[config.mk]
export PLATFORM = sky130hd
export DESIGN_NAME = branch_predict_bht_flat
export DESIGN_NICKNAME = d
export VERILOG_FILES = /design/src/rtl/branch_predict_bht_pkg.sv /design/src/rtl/branch_predict_bht_if.sv /design/src/rtl/branch_predict_bht_sat_counter.sv /design/src/rtl/branch_predict_bht.sv /design/src/flat_wrapper.sv
export SDC_FILE = /design/constraint.sdc
export NUM_CORES = 1
export LEC_CHECK = 0
export BUFFER_PORTS_ARGS = -buffer_cell sky130_fd_sc_hd__clkbuf_2
export CORE_ASPECT_RATIO = 2
export CORE_MARGIN = 3
export CORE_UTILIZATION = 40
export DETAILED_ROUTE_END_ITERATION = 10
export SYNTH_ARGS = -nofsm -noshare
export SYNTH_HDL_FRONTEND = slang
export SYNTH_HIERARCHICAL = 1
export SYNTH_SLANG_ARGS = --single-unit
[constraint.sdc]
create_clock -name clk -period 9.28 [get_ports clk]
set_input_delay 0 -clock clk [delete_from_list [all_inputs] [get_ports clk]]
set_output_delay 0 -clock clk [all_outputs]
set_load 0.05 [all_outputs]
[src/rtl/branch_predict_bht_pkg.sv]
// Shared decode constants and helpers for the branch history table predictor.
// Opcode and REGIMM rt values are the ones the rest of the core decodes from.
package branch_predict_bht_pkg;

  localparam int INST_BUS_W = 32;
  localparam logic RstEnable = 1'b1;
  localparam logic BP_YES = 1'b1;
  localparam logic BP_NO  = 1'b0;

  localparam logic [5:0] EXE_BEQ         = 6'b000100;
  localparam logic [5:0] EXE_BNE         = 6'b000101;
  localparam logic [5:0] EXE_BLEZ        = 6'b000110;
  localparam logic [5:0] EXE_BGTZ        = 6'b000111;
  localparam logic [5:0] EXE_REGIMM_INST = 6'b000001;

  localparam logic [4:0] EXE_BLTZ   = 5'b00000;
  localparam logic [4:0] EXE_BGEZ   = 5'b00001;
  localparam logic [4:0] EXE_BLTZAL = 5'b10000;
  localparam logic [4:0] EXE_BGEZAL = 5'b10001;

  localparam logic [1:0] BP_CNT_STRONG_NO  = 2'b00;
  localparam logic [1:0] BP_CNT_WEAK_NO    = 2'b01;
  localparam logic [1:0] BP_CNT_WEAK_YES   = 2'b10;
  localparam logic [1:0] BP_CNT_STRONG_YES = 2'b11;

  typedef enum logic [1:0] {
    BR_NONE,
    BR_CMP,
    BR_REGIMM
  } br_class_e;

  function automatic br_class_e classify(input logic [5:0] op, input logic [4:0] rt);
    br_class_e cls;
    cls = BR_NONE;
    case (op)
      EXE_BEQ, EXE_BNE, EXE_BLEZ, EXE_BGTZ: cls = BR_CMP;
      EXE_REGIMM_INST: begin
        case (rt)
          EXE_BLTZ, EXE_BGEZ, EXE_BLTZAL, EXE_BGEZAL: cls = BR_REGIMM;
          default: cls = BR_NONE;
        endcase
      end
      default: cls = BR_NONE;
    endcase
    return cls;
  endfunction

  function automatic logic is_cond_branch(input logic [5:0] op, input logic [4:0] rt);
    return classify(op, rt) != BR_NONE;
  endfunction

  // Word offset: sign-extended imm16 shifted left by two, relative to the delay slot.
  function automatic logic [INST_BUS_W-1:0] branch_target(input logic [INST_BUS_W-1:0] pc,
                                                          input logic [15:0] imm);
    logic [INST_BUS_W-1:0] off;
    off = {{14{imm[15]}}, imm, 2'b00};
    return pc + 32'd4 + off;
  endfunction

endpackage

[src/rtl/branch_predict_bht_if.sv]
// Fetch-side prediction and EX-side resolution signals of the branch predictor.
// master = pipeline side, slave = predictor.
interface branch_predict_bht_if #(
  parameter int INDEX_BITS = 6
);

  logic [31:0]           pc;
  logic [31:0]           inst;
  logic                  branch_predict;
  logic [31:0]           branch_predict_addr;
  logic [INDEX_BITS-1:0] pred_index;
  logic                  upd_valid;
  logic [INDEX_BITS-1:0] upd_index;
  logic                  upd_taken;

  modport master (
    output pc, inst, upd_valid, upd_index, upd_taken,
    input  branch_predict, branch_predict_addr, pred_index
  );

  modport slave (
    input  pc, inst, upd_valid, upd_index, upd_taken,
    output branch_predict, branch_predict_addr, pred_index
  );

endinterface

[src/rtl/branch_predict_bht_sat_counter.sv]
// Next-state function of one CNT_BITS-wide saturating up/down counter.
// Counts toward all-ones on taken and toward zero on not-taken, never wrapping.
module bp_sat_counter #(
  parameter int CNT_BITS = 2
) (
  input  logic [CNT_BITS-1:0] cnt_i,
  input  logic                taken_i,
  output logic [CNT_BITS-1:0] cnt_o
);

  localparam logic [CNT_BITS-1:0] CNT_MAX = '1;
  localparam logic [CNT_BITS-1:0] CNT_MIN = '0;

  function automatic logic [CNT_BITS-1:0] sat_step(input logic [CNT_BITS-1:0] cnt,
                                                   input logic                taken);
    logic [CNT_BITS-1:0] nxt;
    nxt = cnt;
    if (taken) begin
      if (cnt != CNT_MAX) nxt = cnt + 1'b1;
    end else begin
      if (cnt != CNT_MIN) nxt = cnt - 1'b1;
    end
    return nxt;
  endfunction

  assign cnt_o = sat_step(cnt_i, taken_i);

endmodule

[src/rtl/branch_predict_bht.sv]
// Table of saturating counters giving a zero-latency taken/not-taken prediction,
// indexed by PC or PC xor global history, trained by resolutions from EX.
module branch_predict_bht #(
  parameter int INDEX_BITS = 6,
  parameter int CNT_BITS   = 2,
  parameter int INIT_CNT   = 2 ** (CNT_BITS - 1) - 1,
  parameter bit GSHARE     = 1'b0,
  parameter int GHR_BITS   = INDEX_BITS
) (
  input logic                clk,
  input logic                rst,
  branch_predict_bht_if.slave bus
);

  import branch_predict_bht_pkg::*;

  localparam int                  TABLE_SIZE = 2 ** INDEX_BITS;
  localparam logic [CNT_BITS-1:0] INIT_VAL   = CNT_BITS'(INIT_CNT);

  if (GHR_BITS > INDEX_BITS || GHR_BITS < 1 || CNT_BITS < 2 || CNT_BITS > 4 ||
      INIT_CNT < 0 || INIT_CNT >= 2 ** CNT_BITS) begin : g_cfg_err
    $error("branch_predict_bht: unsupported INDEX_BITS/CNT_BITS/INIT_CNT/GHR_BITS combination");
  end

  logic [CNT_BITS-1:0]   cnt_q [TABLE_SIZE];
  logic [CNT_BITS-1:0]   cnt_d;
  logic [INDEX_BITS-1:0] ghr_ext;
  logic [INDEX_BITS-1:0] pred_idx;
  logic                  is_branch;
  logic                  unused_rs;

  // History only advances on resolved branches, so flushes never need repair.
  if (GSHARE) begin : g_ghr
    logic [GHR_BITS-1:0] ghr_q;
    logic [GHR_BITS-1:0] ghr_d;

    if (GHR_BITS == 1) begin : g_one
      assign ghr_d = bus.upd_taken;
    end else begin : g_many
      assign ghr_d = {ghr_q[GHR_BITS-2:0], bus.upd_taken};
    end

    always_ff @(posedge clk) begin
      if (rst == RstEnable) begin
        ghr_q <= '0;
      end else if (bus.upd_valid) begin
        ghr_q <= ghr_d;
      end
    end

    assign ghr_ext = INDEX_BITS'(ghr_q);
  end else begin : g_no_ghr
    assign ghr_ext = '0;
  end

  bp_sat_counter #(
    .CNT_BITS(CNT_BITS)
  ) u_sat (
    .cnt_i  (cnt_q[bus.upd_index]),
    .taken_i(bus.upd_taken),
    .cnt_o  (cnt_d)
  );

  // Reset wins over a coincident update; only the addressed entry is written.
  always_ff @(posedge clk) begin
    if (rst == RstEnable) begin
      for (int i = 0; i < TABLE_SIZE; i++) begin
        cnt_q[i] <= INIT_VAL;
      end
    end else if (bus.upd_valid) begin
      cnt_q[bus.upd_index] <= cnt_d;
    end
  end

  // Read is asynchronous and sees the table before this cycle's write.
  assign pred_idx  = bus.pc[INDEX_BITS+1:2] ^ ghr_ext;
  assign is_branch = is_cond_branch(bus.inst[31:26], bus.inst[20:16]);

  assign bus.pred_index          = pred_idx;
  assign bus.branch_predict      = is_branch ? cnt_q[pred_idx][CNT_BITS-1] : BP_NO;
  assign bus.branch_predict_addr = branch_target(bus.pc, bus.inst[15:0]);

  assign unused_rs = ^bus.inst[25:21];

endmodule

[src/flat_wrapper.sv]
// flat-port wrapper written by rule: the top's interface ports become plain ports
module branch_predict_bht_flat import branch_predict_bht_pkg::*;
#(
  parameter int INDEX_BITS = 6,
  parameter int CNT_BITS   = 2,
  parameter int INIT_CNT   = 2 ** (CNT_BITS - 1) - 1,
  parameter bit GSHARE     = 1'b0,
  parameter int GHR_BITS   = INDEX_BITS
)
  (clk, rst, bus_pc, bus_inst, bus_upd_valid, bus_upd_index, bus_upd_taken, bus_branch_predict, bus_branch_predict_addr, bus_pred_index);
  branch_predict_bht_if #(.INDEX_BITS(INDEX_BITS)) bus_i ();
  input logic clk;
  input logic rst;
  input wire logic [$bits(bus_i.pc)-1:0] bus_pc;
  input wire logic [$bits(bus_i.inst)-1:0] bus_inst;
  input wire logic [$bits(bus_i.upd_valid)-1:0] bus_upd_valid;
  input wire logic [$bits(bus_i.upd_index)-1:0] bus_upd_index;
  input wire logic [$bits(bus_i.upd_taken)-1:0] bus_upd_taken;
  output wire logic [$bits(bus_i.branch_predict)-1:0] bus_branch_predict;
  output wire logic [$bits(bus_i.branch_predict_addr)-1:0] bus_branch_predict_addr;
  output wire logic [$bits(bus_i.pred_index)-1:0] bus_pred_index;
  assign bus_i.pc = bus_pc;
  assign bus_i.inst = bus_inst;
  assign bus_i.upd_valid = bus_upd_valid;
  assign bus_i.upd_index = bus_upd_index;
  assign bus_i.upd_taken = bus_upd_taken;
  assign bus_branch_predict = bus_i.branch_predict;
  assign bus_branch_predict_addr = bus_i.branch_predict_addr;
  assign bus_pred_index = bus_i.pred_index;
  branch_predict_bht #(.INDEX_BITS(INDEX_BITS), .CNT_BITS(CNT_BITS), .INIT_CNT(INIT_CNT), .GSHARE(GSHARE), .GHR_BITS(GHR_BITS)) u_core (.clk(clk), .rst(rst), .bus(bus_i));
endmodule
; ---- Word level (Yosys, flattened, before mapping)
; Memory sizes are Yosys's and may differ from the RTL's.
; Index checks and enable logic that the tools add are counted.
[word_totals]
elab_cells = 34
mem_count = 1
output_inout_bits = 39
ramBits = 128
in_bits = 74
ff_bits = 0
[op_classes]
n_reduce_logical = 6
mux = 14
addsub = 4
eq_ne = 9
[mem_list]
columns = memory, depth, width, read_ports, rd_clocked_by_memory_dff, wr, line_no
row1 = u_core.cnt_q, 64, 2, 2, 0, 64, branch_predict_bht.sv:25  ; logic [CNT_BITS-1:0] cnt_q [TABLE_SIZE];
[op_table]
columns = operator, count
row1 = 32-bit by 3-bit adder with 32-bit output (second input constant), 1
row2 = 32-bit adder, 1
row3 = 6-bit by 3-bit equality test with 1-bit output (second input constant), 4
row4 = 5-bit equality test (second input constant), 2
row5 = 2-bit 2-to-1 mux, 5
row6 = 4-bit OR reduction, 2
row7 = 1-bit 2-to-1 mux, 7
row8 = 6-bit by 1-bit equality test with 1-bit output (second input constant), 1
row9 = 6-bit 2-to-1 mux, 1
row10 = 5-bit by 1-bit equality test with 1-bit output (second input constant), 1
row11 = 5-bit logical NOT, 1
row12 = 2-bit case mux with 2 select lines, 1
row13 = 2-bit nonzero test, 2
row14 = 2-bit by 1-bit adder with 2-bit output (second input constant), 1
row15 = 2-bit != test (second input constant), 1
row16 = 2-bit OR reduction, 1
row17 = 2-bit by 1-bit subtractor with 2-bit output (second input constant), 1

; ---- Depth between registers and ports, before layout
[logic_depth]
word_depth = 6
ltp_mapped = 13
depth_no_buf = 11

; ---- By module
; The synthesis kept the hierarchy.
[modules_own_cells]
columns = module, area_per_inst_um2, n_inst, seq_area_each_um2, cells_per_inst
row1 = branch_predict_bht, 8889.8, 1, 3843.7, 822
row2 = bp_sat_counter, 26.3, 1, 0.0, 3

; ---- Least setup slack after synthesis
; No wires, ideal clock.
[synth_path]
path_kind = input to output
startpoint = input port bus_pc[2]
endpoint = output port bus_branch_predict_addr[23]
setup_slack_ps = 4599
t_required_ps = 9280
arrival_time_ps = 4681
cell_stages = 13
n_path_buf = 2
cell_sequence = buf_2 -> buf_2 -> inv_1 -> ha_1 -> inv_1 -> ha_1 -> fa_1 -> a21oi_1 -> o211ai_1 -> a21o_1 -> and3_1 -> o211a_1 -> a2111oi_0
[synth_between]
elab_chain_cells = 2
[synth_lines]
columns = item, line_no
row1 = start: declaration, flat_wrapper.sv:14  ; input wire logic [$bits(bus_i.pc)-1:0] bus_pc;
row2 = 32-bit by 3-bit adder with 32-bit output, branch_predict_bht_pkg.sv:57  ; return pc + 32'd4 + off;
row3 = 32-bit adder, branch_predict_bht_pkg.sv:57
row4 = end: declaration, flat_wrapper.sv:20  ; output wire logic [$bits(bus_i.branch_predict_addr)-1:0] bus_branch_predict_addr;
; No other way between the ends.

; ---- Final worst setup path
[layout_path]
startpoint = input port bus_pc[2]
endpoint = output port bus_branch_predict_addr[25]
; The elaborated chain is that of the path after synthesis.

==> key figures <==
Status
  • Outcome: complete, no violations

Clocking
  • Htree depth: 4
  • Clock latency on the worst-skew pair: 470 ps
  • Hold_buf cts: 0
  • CTS tree: built
  • CTS Buf Count: 25
  • Post-CTS Setup Inserts: 0
  • Post-cts sizing count: 0
  • CTS sink cnt: 128
  • Clock Tree Root: clkbuf_16
  • CTS Buffer Depth: 3

Synth
  • Syn avg cell area: 10.81 um2
  • Compound-Gate Fraction of Synth Area: 15.06%
  • Post-synthesis mux area share: 12.67%
  • EDFF count, synth: 128
  • Largest family of logic cells by synthesized area: compound AO/OA/AOI/OAI gates
  • Synth unique cells: 68
  • Post-Synth XOR/XNOR Area: 2.456%
  • Post-Synth Simple-Gate Area: 14.23%
  • Synth warnings: 6
  • Syn Nets: 957
  • Synth async-reset ratio: 0%
  • Mapped cell area: 8916 um2
  • Seq/Total Area, Yosys: 43.11%
  • FF+latch count, synth: 128
  • Adder-Cell Fraction of Synth Area: 8.476%
  • Synth top area share: 43.11%
  • Cell taking the most area after synthesis: edfxtp_1
  • Largest cells by area after synthesis: edfxtp_1 43%, ha_1 8.0%, mux4_2 7.8%
  • Mapped Cells: 825
  • Ys flop type: edfxtp_1

Drt
  • Routed len/inst: 22.92 um
  • DRT iter0 DRCs: 492
  • Drt drc: 0
  • Post-route antenna net violation count: 0
  • Via count: 7049
  • Pre-antenna DRT Iters: 7
  • Detailed Route WL: 27.28 mm
  • Avg Vias per Cell: 5.924

Timing
  • Unrepaired setup endpoints after global routing: false
  • Final setup violation count: 0
  • Fin crit period: 3445 ps
  • Rel. slew slack: 48.08%
  • Final worst path period share: 37.13%
  • Final WS setup: 5835 ps
  • Setup_tns: 0 ps
  • Slew Limit Fails: 0
  • Final hold slack: 0.1085 ps
  • Final hold vios: 0
  • Clk_skew: 12.56 ps
  • Worst slew pin tran: 772.2 ps
  • Fmax: 0.2902 GHz

Job
  • Max Cap Viol: 0

Global route
  • First-pass GRT wire length: 40.73 mm
  • Vias in the first global route: 7266
  • Initial antenna violation count: 0
  • Largest net degree at the start of global routing: 69
  • Grt ovf: 0
  • Tot GR Track Use: 22.43%

Cells and area
  • Final Net Count: 1045
  • Final Util: 47.26%
  • Commonest non-fill, non-tap cell in the layout: edfxtp_1
  • Commonest cells after routing, fill and taps aside: 128 x edfxtp_1, 102 x nand2_1, 101 x clkbuf_2
  • Fill count: 2073
  • Largest register FFs: 128
  • Final Non-Filler Cells: 1190
  • Share of cells above drive strength 1: 21.59%
  • Ant diodes: 0
  • Synthesis-to-finish area growth: 15.42%
  • Biggest register: u_core/cnt_q
  • Biggest regs: u_core/cnt_q: 128 flops
  • Fin area: 10290 um2
  • FF/Latch Area: 3844 um2
  • Multi-input gate area: 4726 um2

Die
  • Core Area: 21780 um2
  • Die W: 111.6 um
  • Row Count: 76
  • Die ar.: 24230 um2
  • Ports: 113
  • Initial Utilization: 40.94%
  • Die height: 217.1 um

Power
  • Pleak: 4.004 nW
  • Worst vdd ir: 0.1231 mV
  • Final Power: 1.872 mW
  • PD cells: 181.9 nW/um2

Setup path
  • R2r setup slk: 5950 ps
  • Critical path class: input pin to primary output
  • Crit end category: primary output
  • Critical Path, Cell by Cell: clkbuf_2, inv_1, ha_1, inv_1, ha_1, fa_1, a21oi_1, o211ai_1, a211oi_1, o31ai_1, a41oi_1, xnor2_1, clkbuf_2
  • Slowest-stage cell, CP: o31ai_1
  • CP Launch Type: input pin
  • Required @ worst endpoint: 9280 ps
  • CP arrival: 3450 ps
  • CP Max Fanout: 18
  • CP max stage delay: 710 ps

Place
  • DP HPWL: 20.02 mm
  • Placer Congestion: 0.8790
  • Area post-placement: 9642 um2
  • Port bufs: 101
  • DP Worst Slack: 5501 ps
  • Placed cell count: 1159

Worst hold path
  • Hold WC Path Type: input pin to primary output
## cell type report
| type | instances | share of cell area [%] |
|---|---|---|
| multi-input cells | 618 | 45.92 |
| clock inverters | 3 | 0.1216 |
| flip-flops and latches | 128 | 37.35 |
| inverters | 18 | 0.6565 |
| well taps | 273 | 3.319 |
| repair buffers | 122 | 6.444 |
| clock buffers | 28 | 6.188 |
## logic make-up (layout without fill, tap and decap cells)
family	after synthesis	count (layout)
muxes	57	57
and+or+nand+nor	281	281
DFF	128	128
AOI/OAI and AO/OA	195	195
adders and majority gates	60	60
xor gates and xnor gates	25	25
buffers and inverters	79	171
## worst max-delay path: cells and delay by family
kind                     cells  cell delay [ps]
adder cells (fa/ha/maj)      3              670
XOR/XNOR                     1              210
AO/OA/AOI/OAI                5             1530
buffers and inverters        4             1030
## power by group
part / internal [mW] / switching, mW
registers: 0.650 / 0.00669
logic: 0.153 / 0.344
clock network: 0.476 / 0.242
## final timing paths
path | startpoint | to | depth (start not counted)
worst max-delay path | bus_pc[2] | bus_branch_predict_addr[25] | 13
worst max register to register | u_core/cnt_q[39][0] | u_core/cnt_q[53][1] | 8
worst min-delay path | bus_pc[1] | bus_branch_predict_addr[1] | 0
worst min register to register | u_core/cnt_q[41][0] | u_core/cnt_q[21][1] | 7
## synth_stat cells, types with 3 or more instances
cell type and n:
edfxtp_1 128, nand2_1 102, nor2_1 93, ha_1 57, a21o_1 56, a21oi_1 47
clkbuf_1 33, mux4_2 31, o21bai_1 21, xnor2_1 19, o21ai_0 18, inv_1 17
nand3_1 15, nor2b_1 13, buf_2 12, mux4_1 10, mux2i_1 9, nor3_1 9
and2_1 8, buf_4 8, a211oi_1 7, mux2_2 7, buf_1 6, o211ai_1 6
xor2_1 6, a22oi_1 5, or2_2 5, or3_1 5, nand2b_1 4, nand4_1 4
nor4_1 4, a211o_1 3, a221oi_1 3, a41oi_1 3, and3_1 3, and4_1 3
nand3b_1 3, nor3b_1 3, o22ai_1 3, or4_1 3
## per-layer routing
metal	track usage (%)	routed length [um]	part of all wire [%]
met1	21.22	8760	32
met2	44.64	15610	57
met3	3.172	1367	5.0
met4	12.87	1544	5.7
met5	0	0	0
No activity file was read; power rests on OpenSTA's default activity.
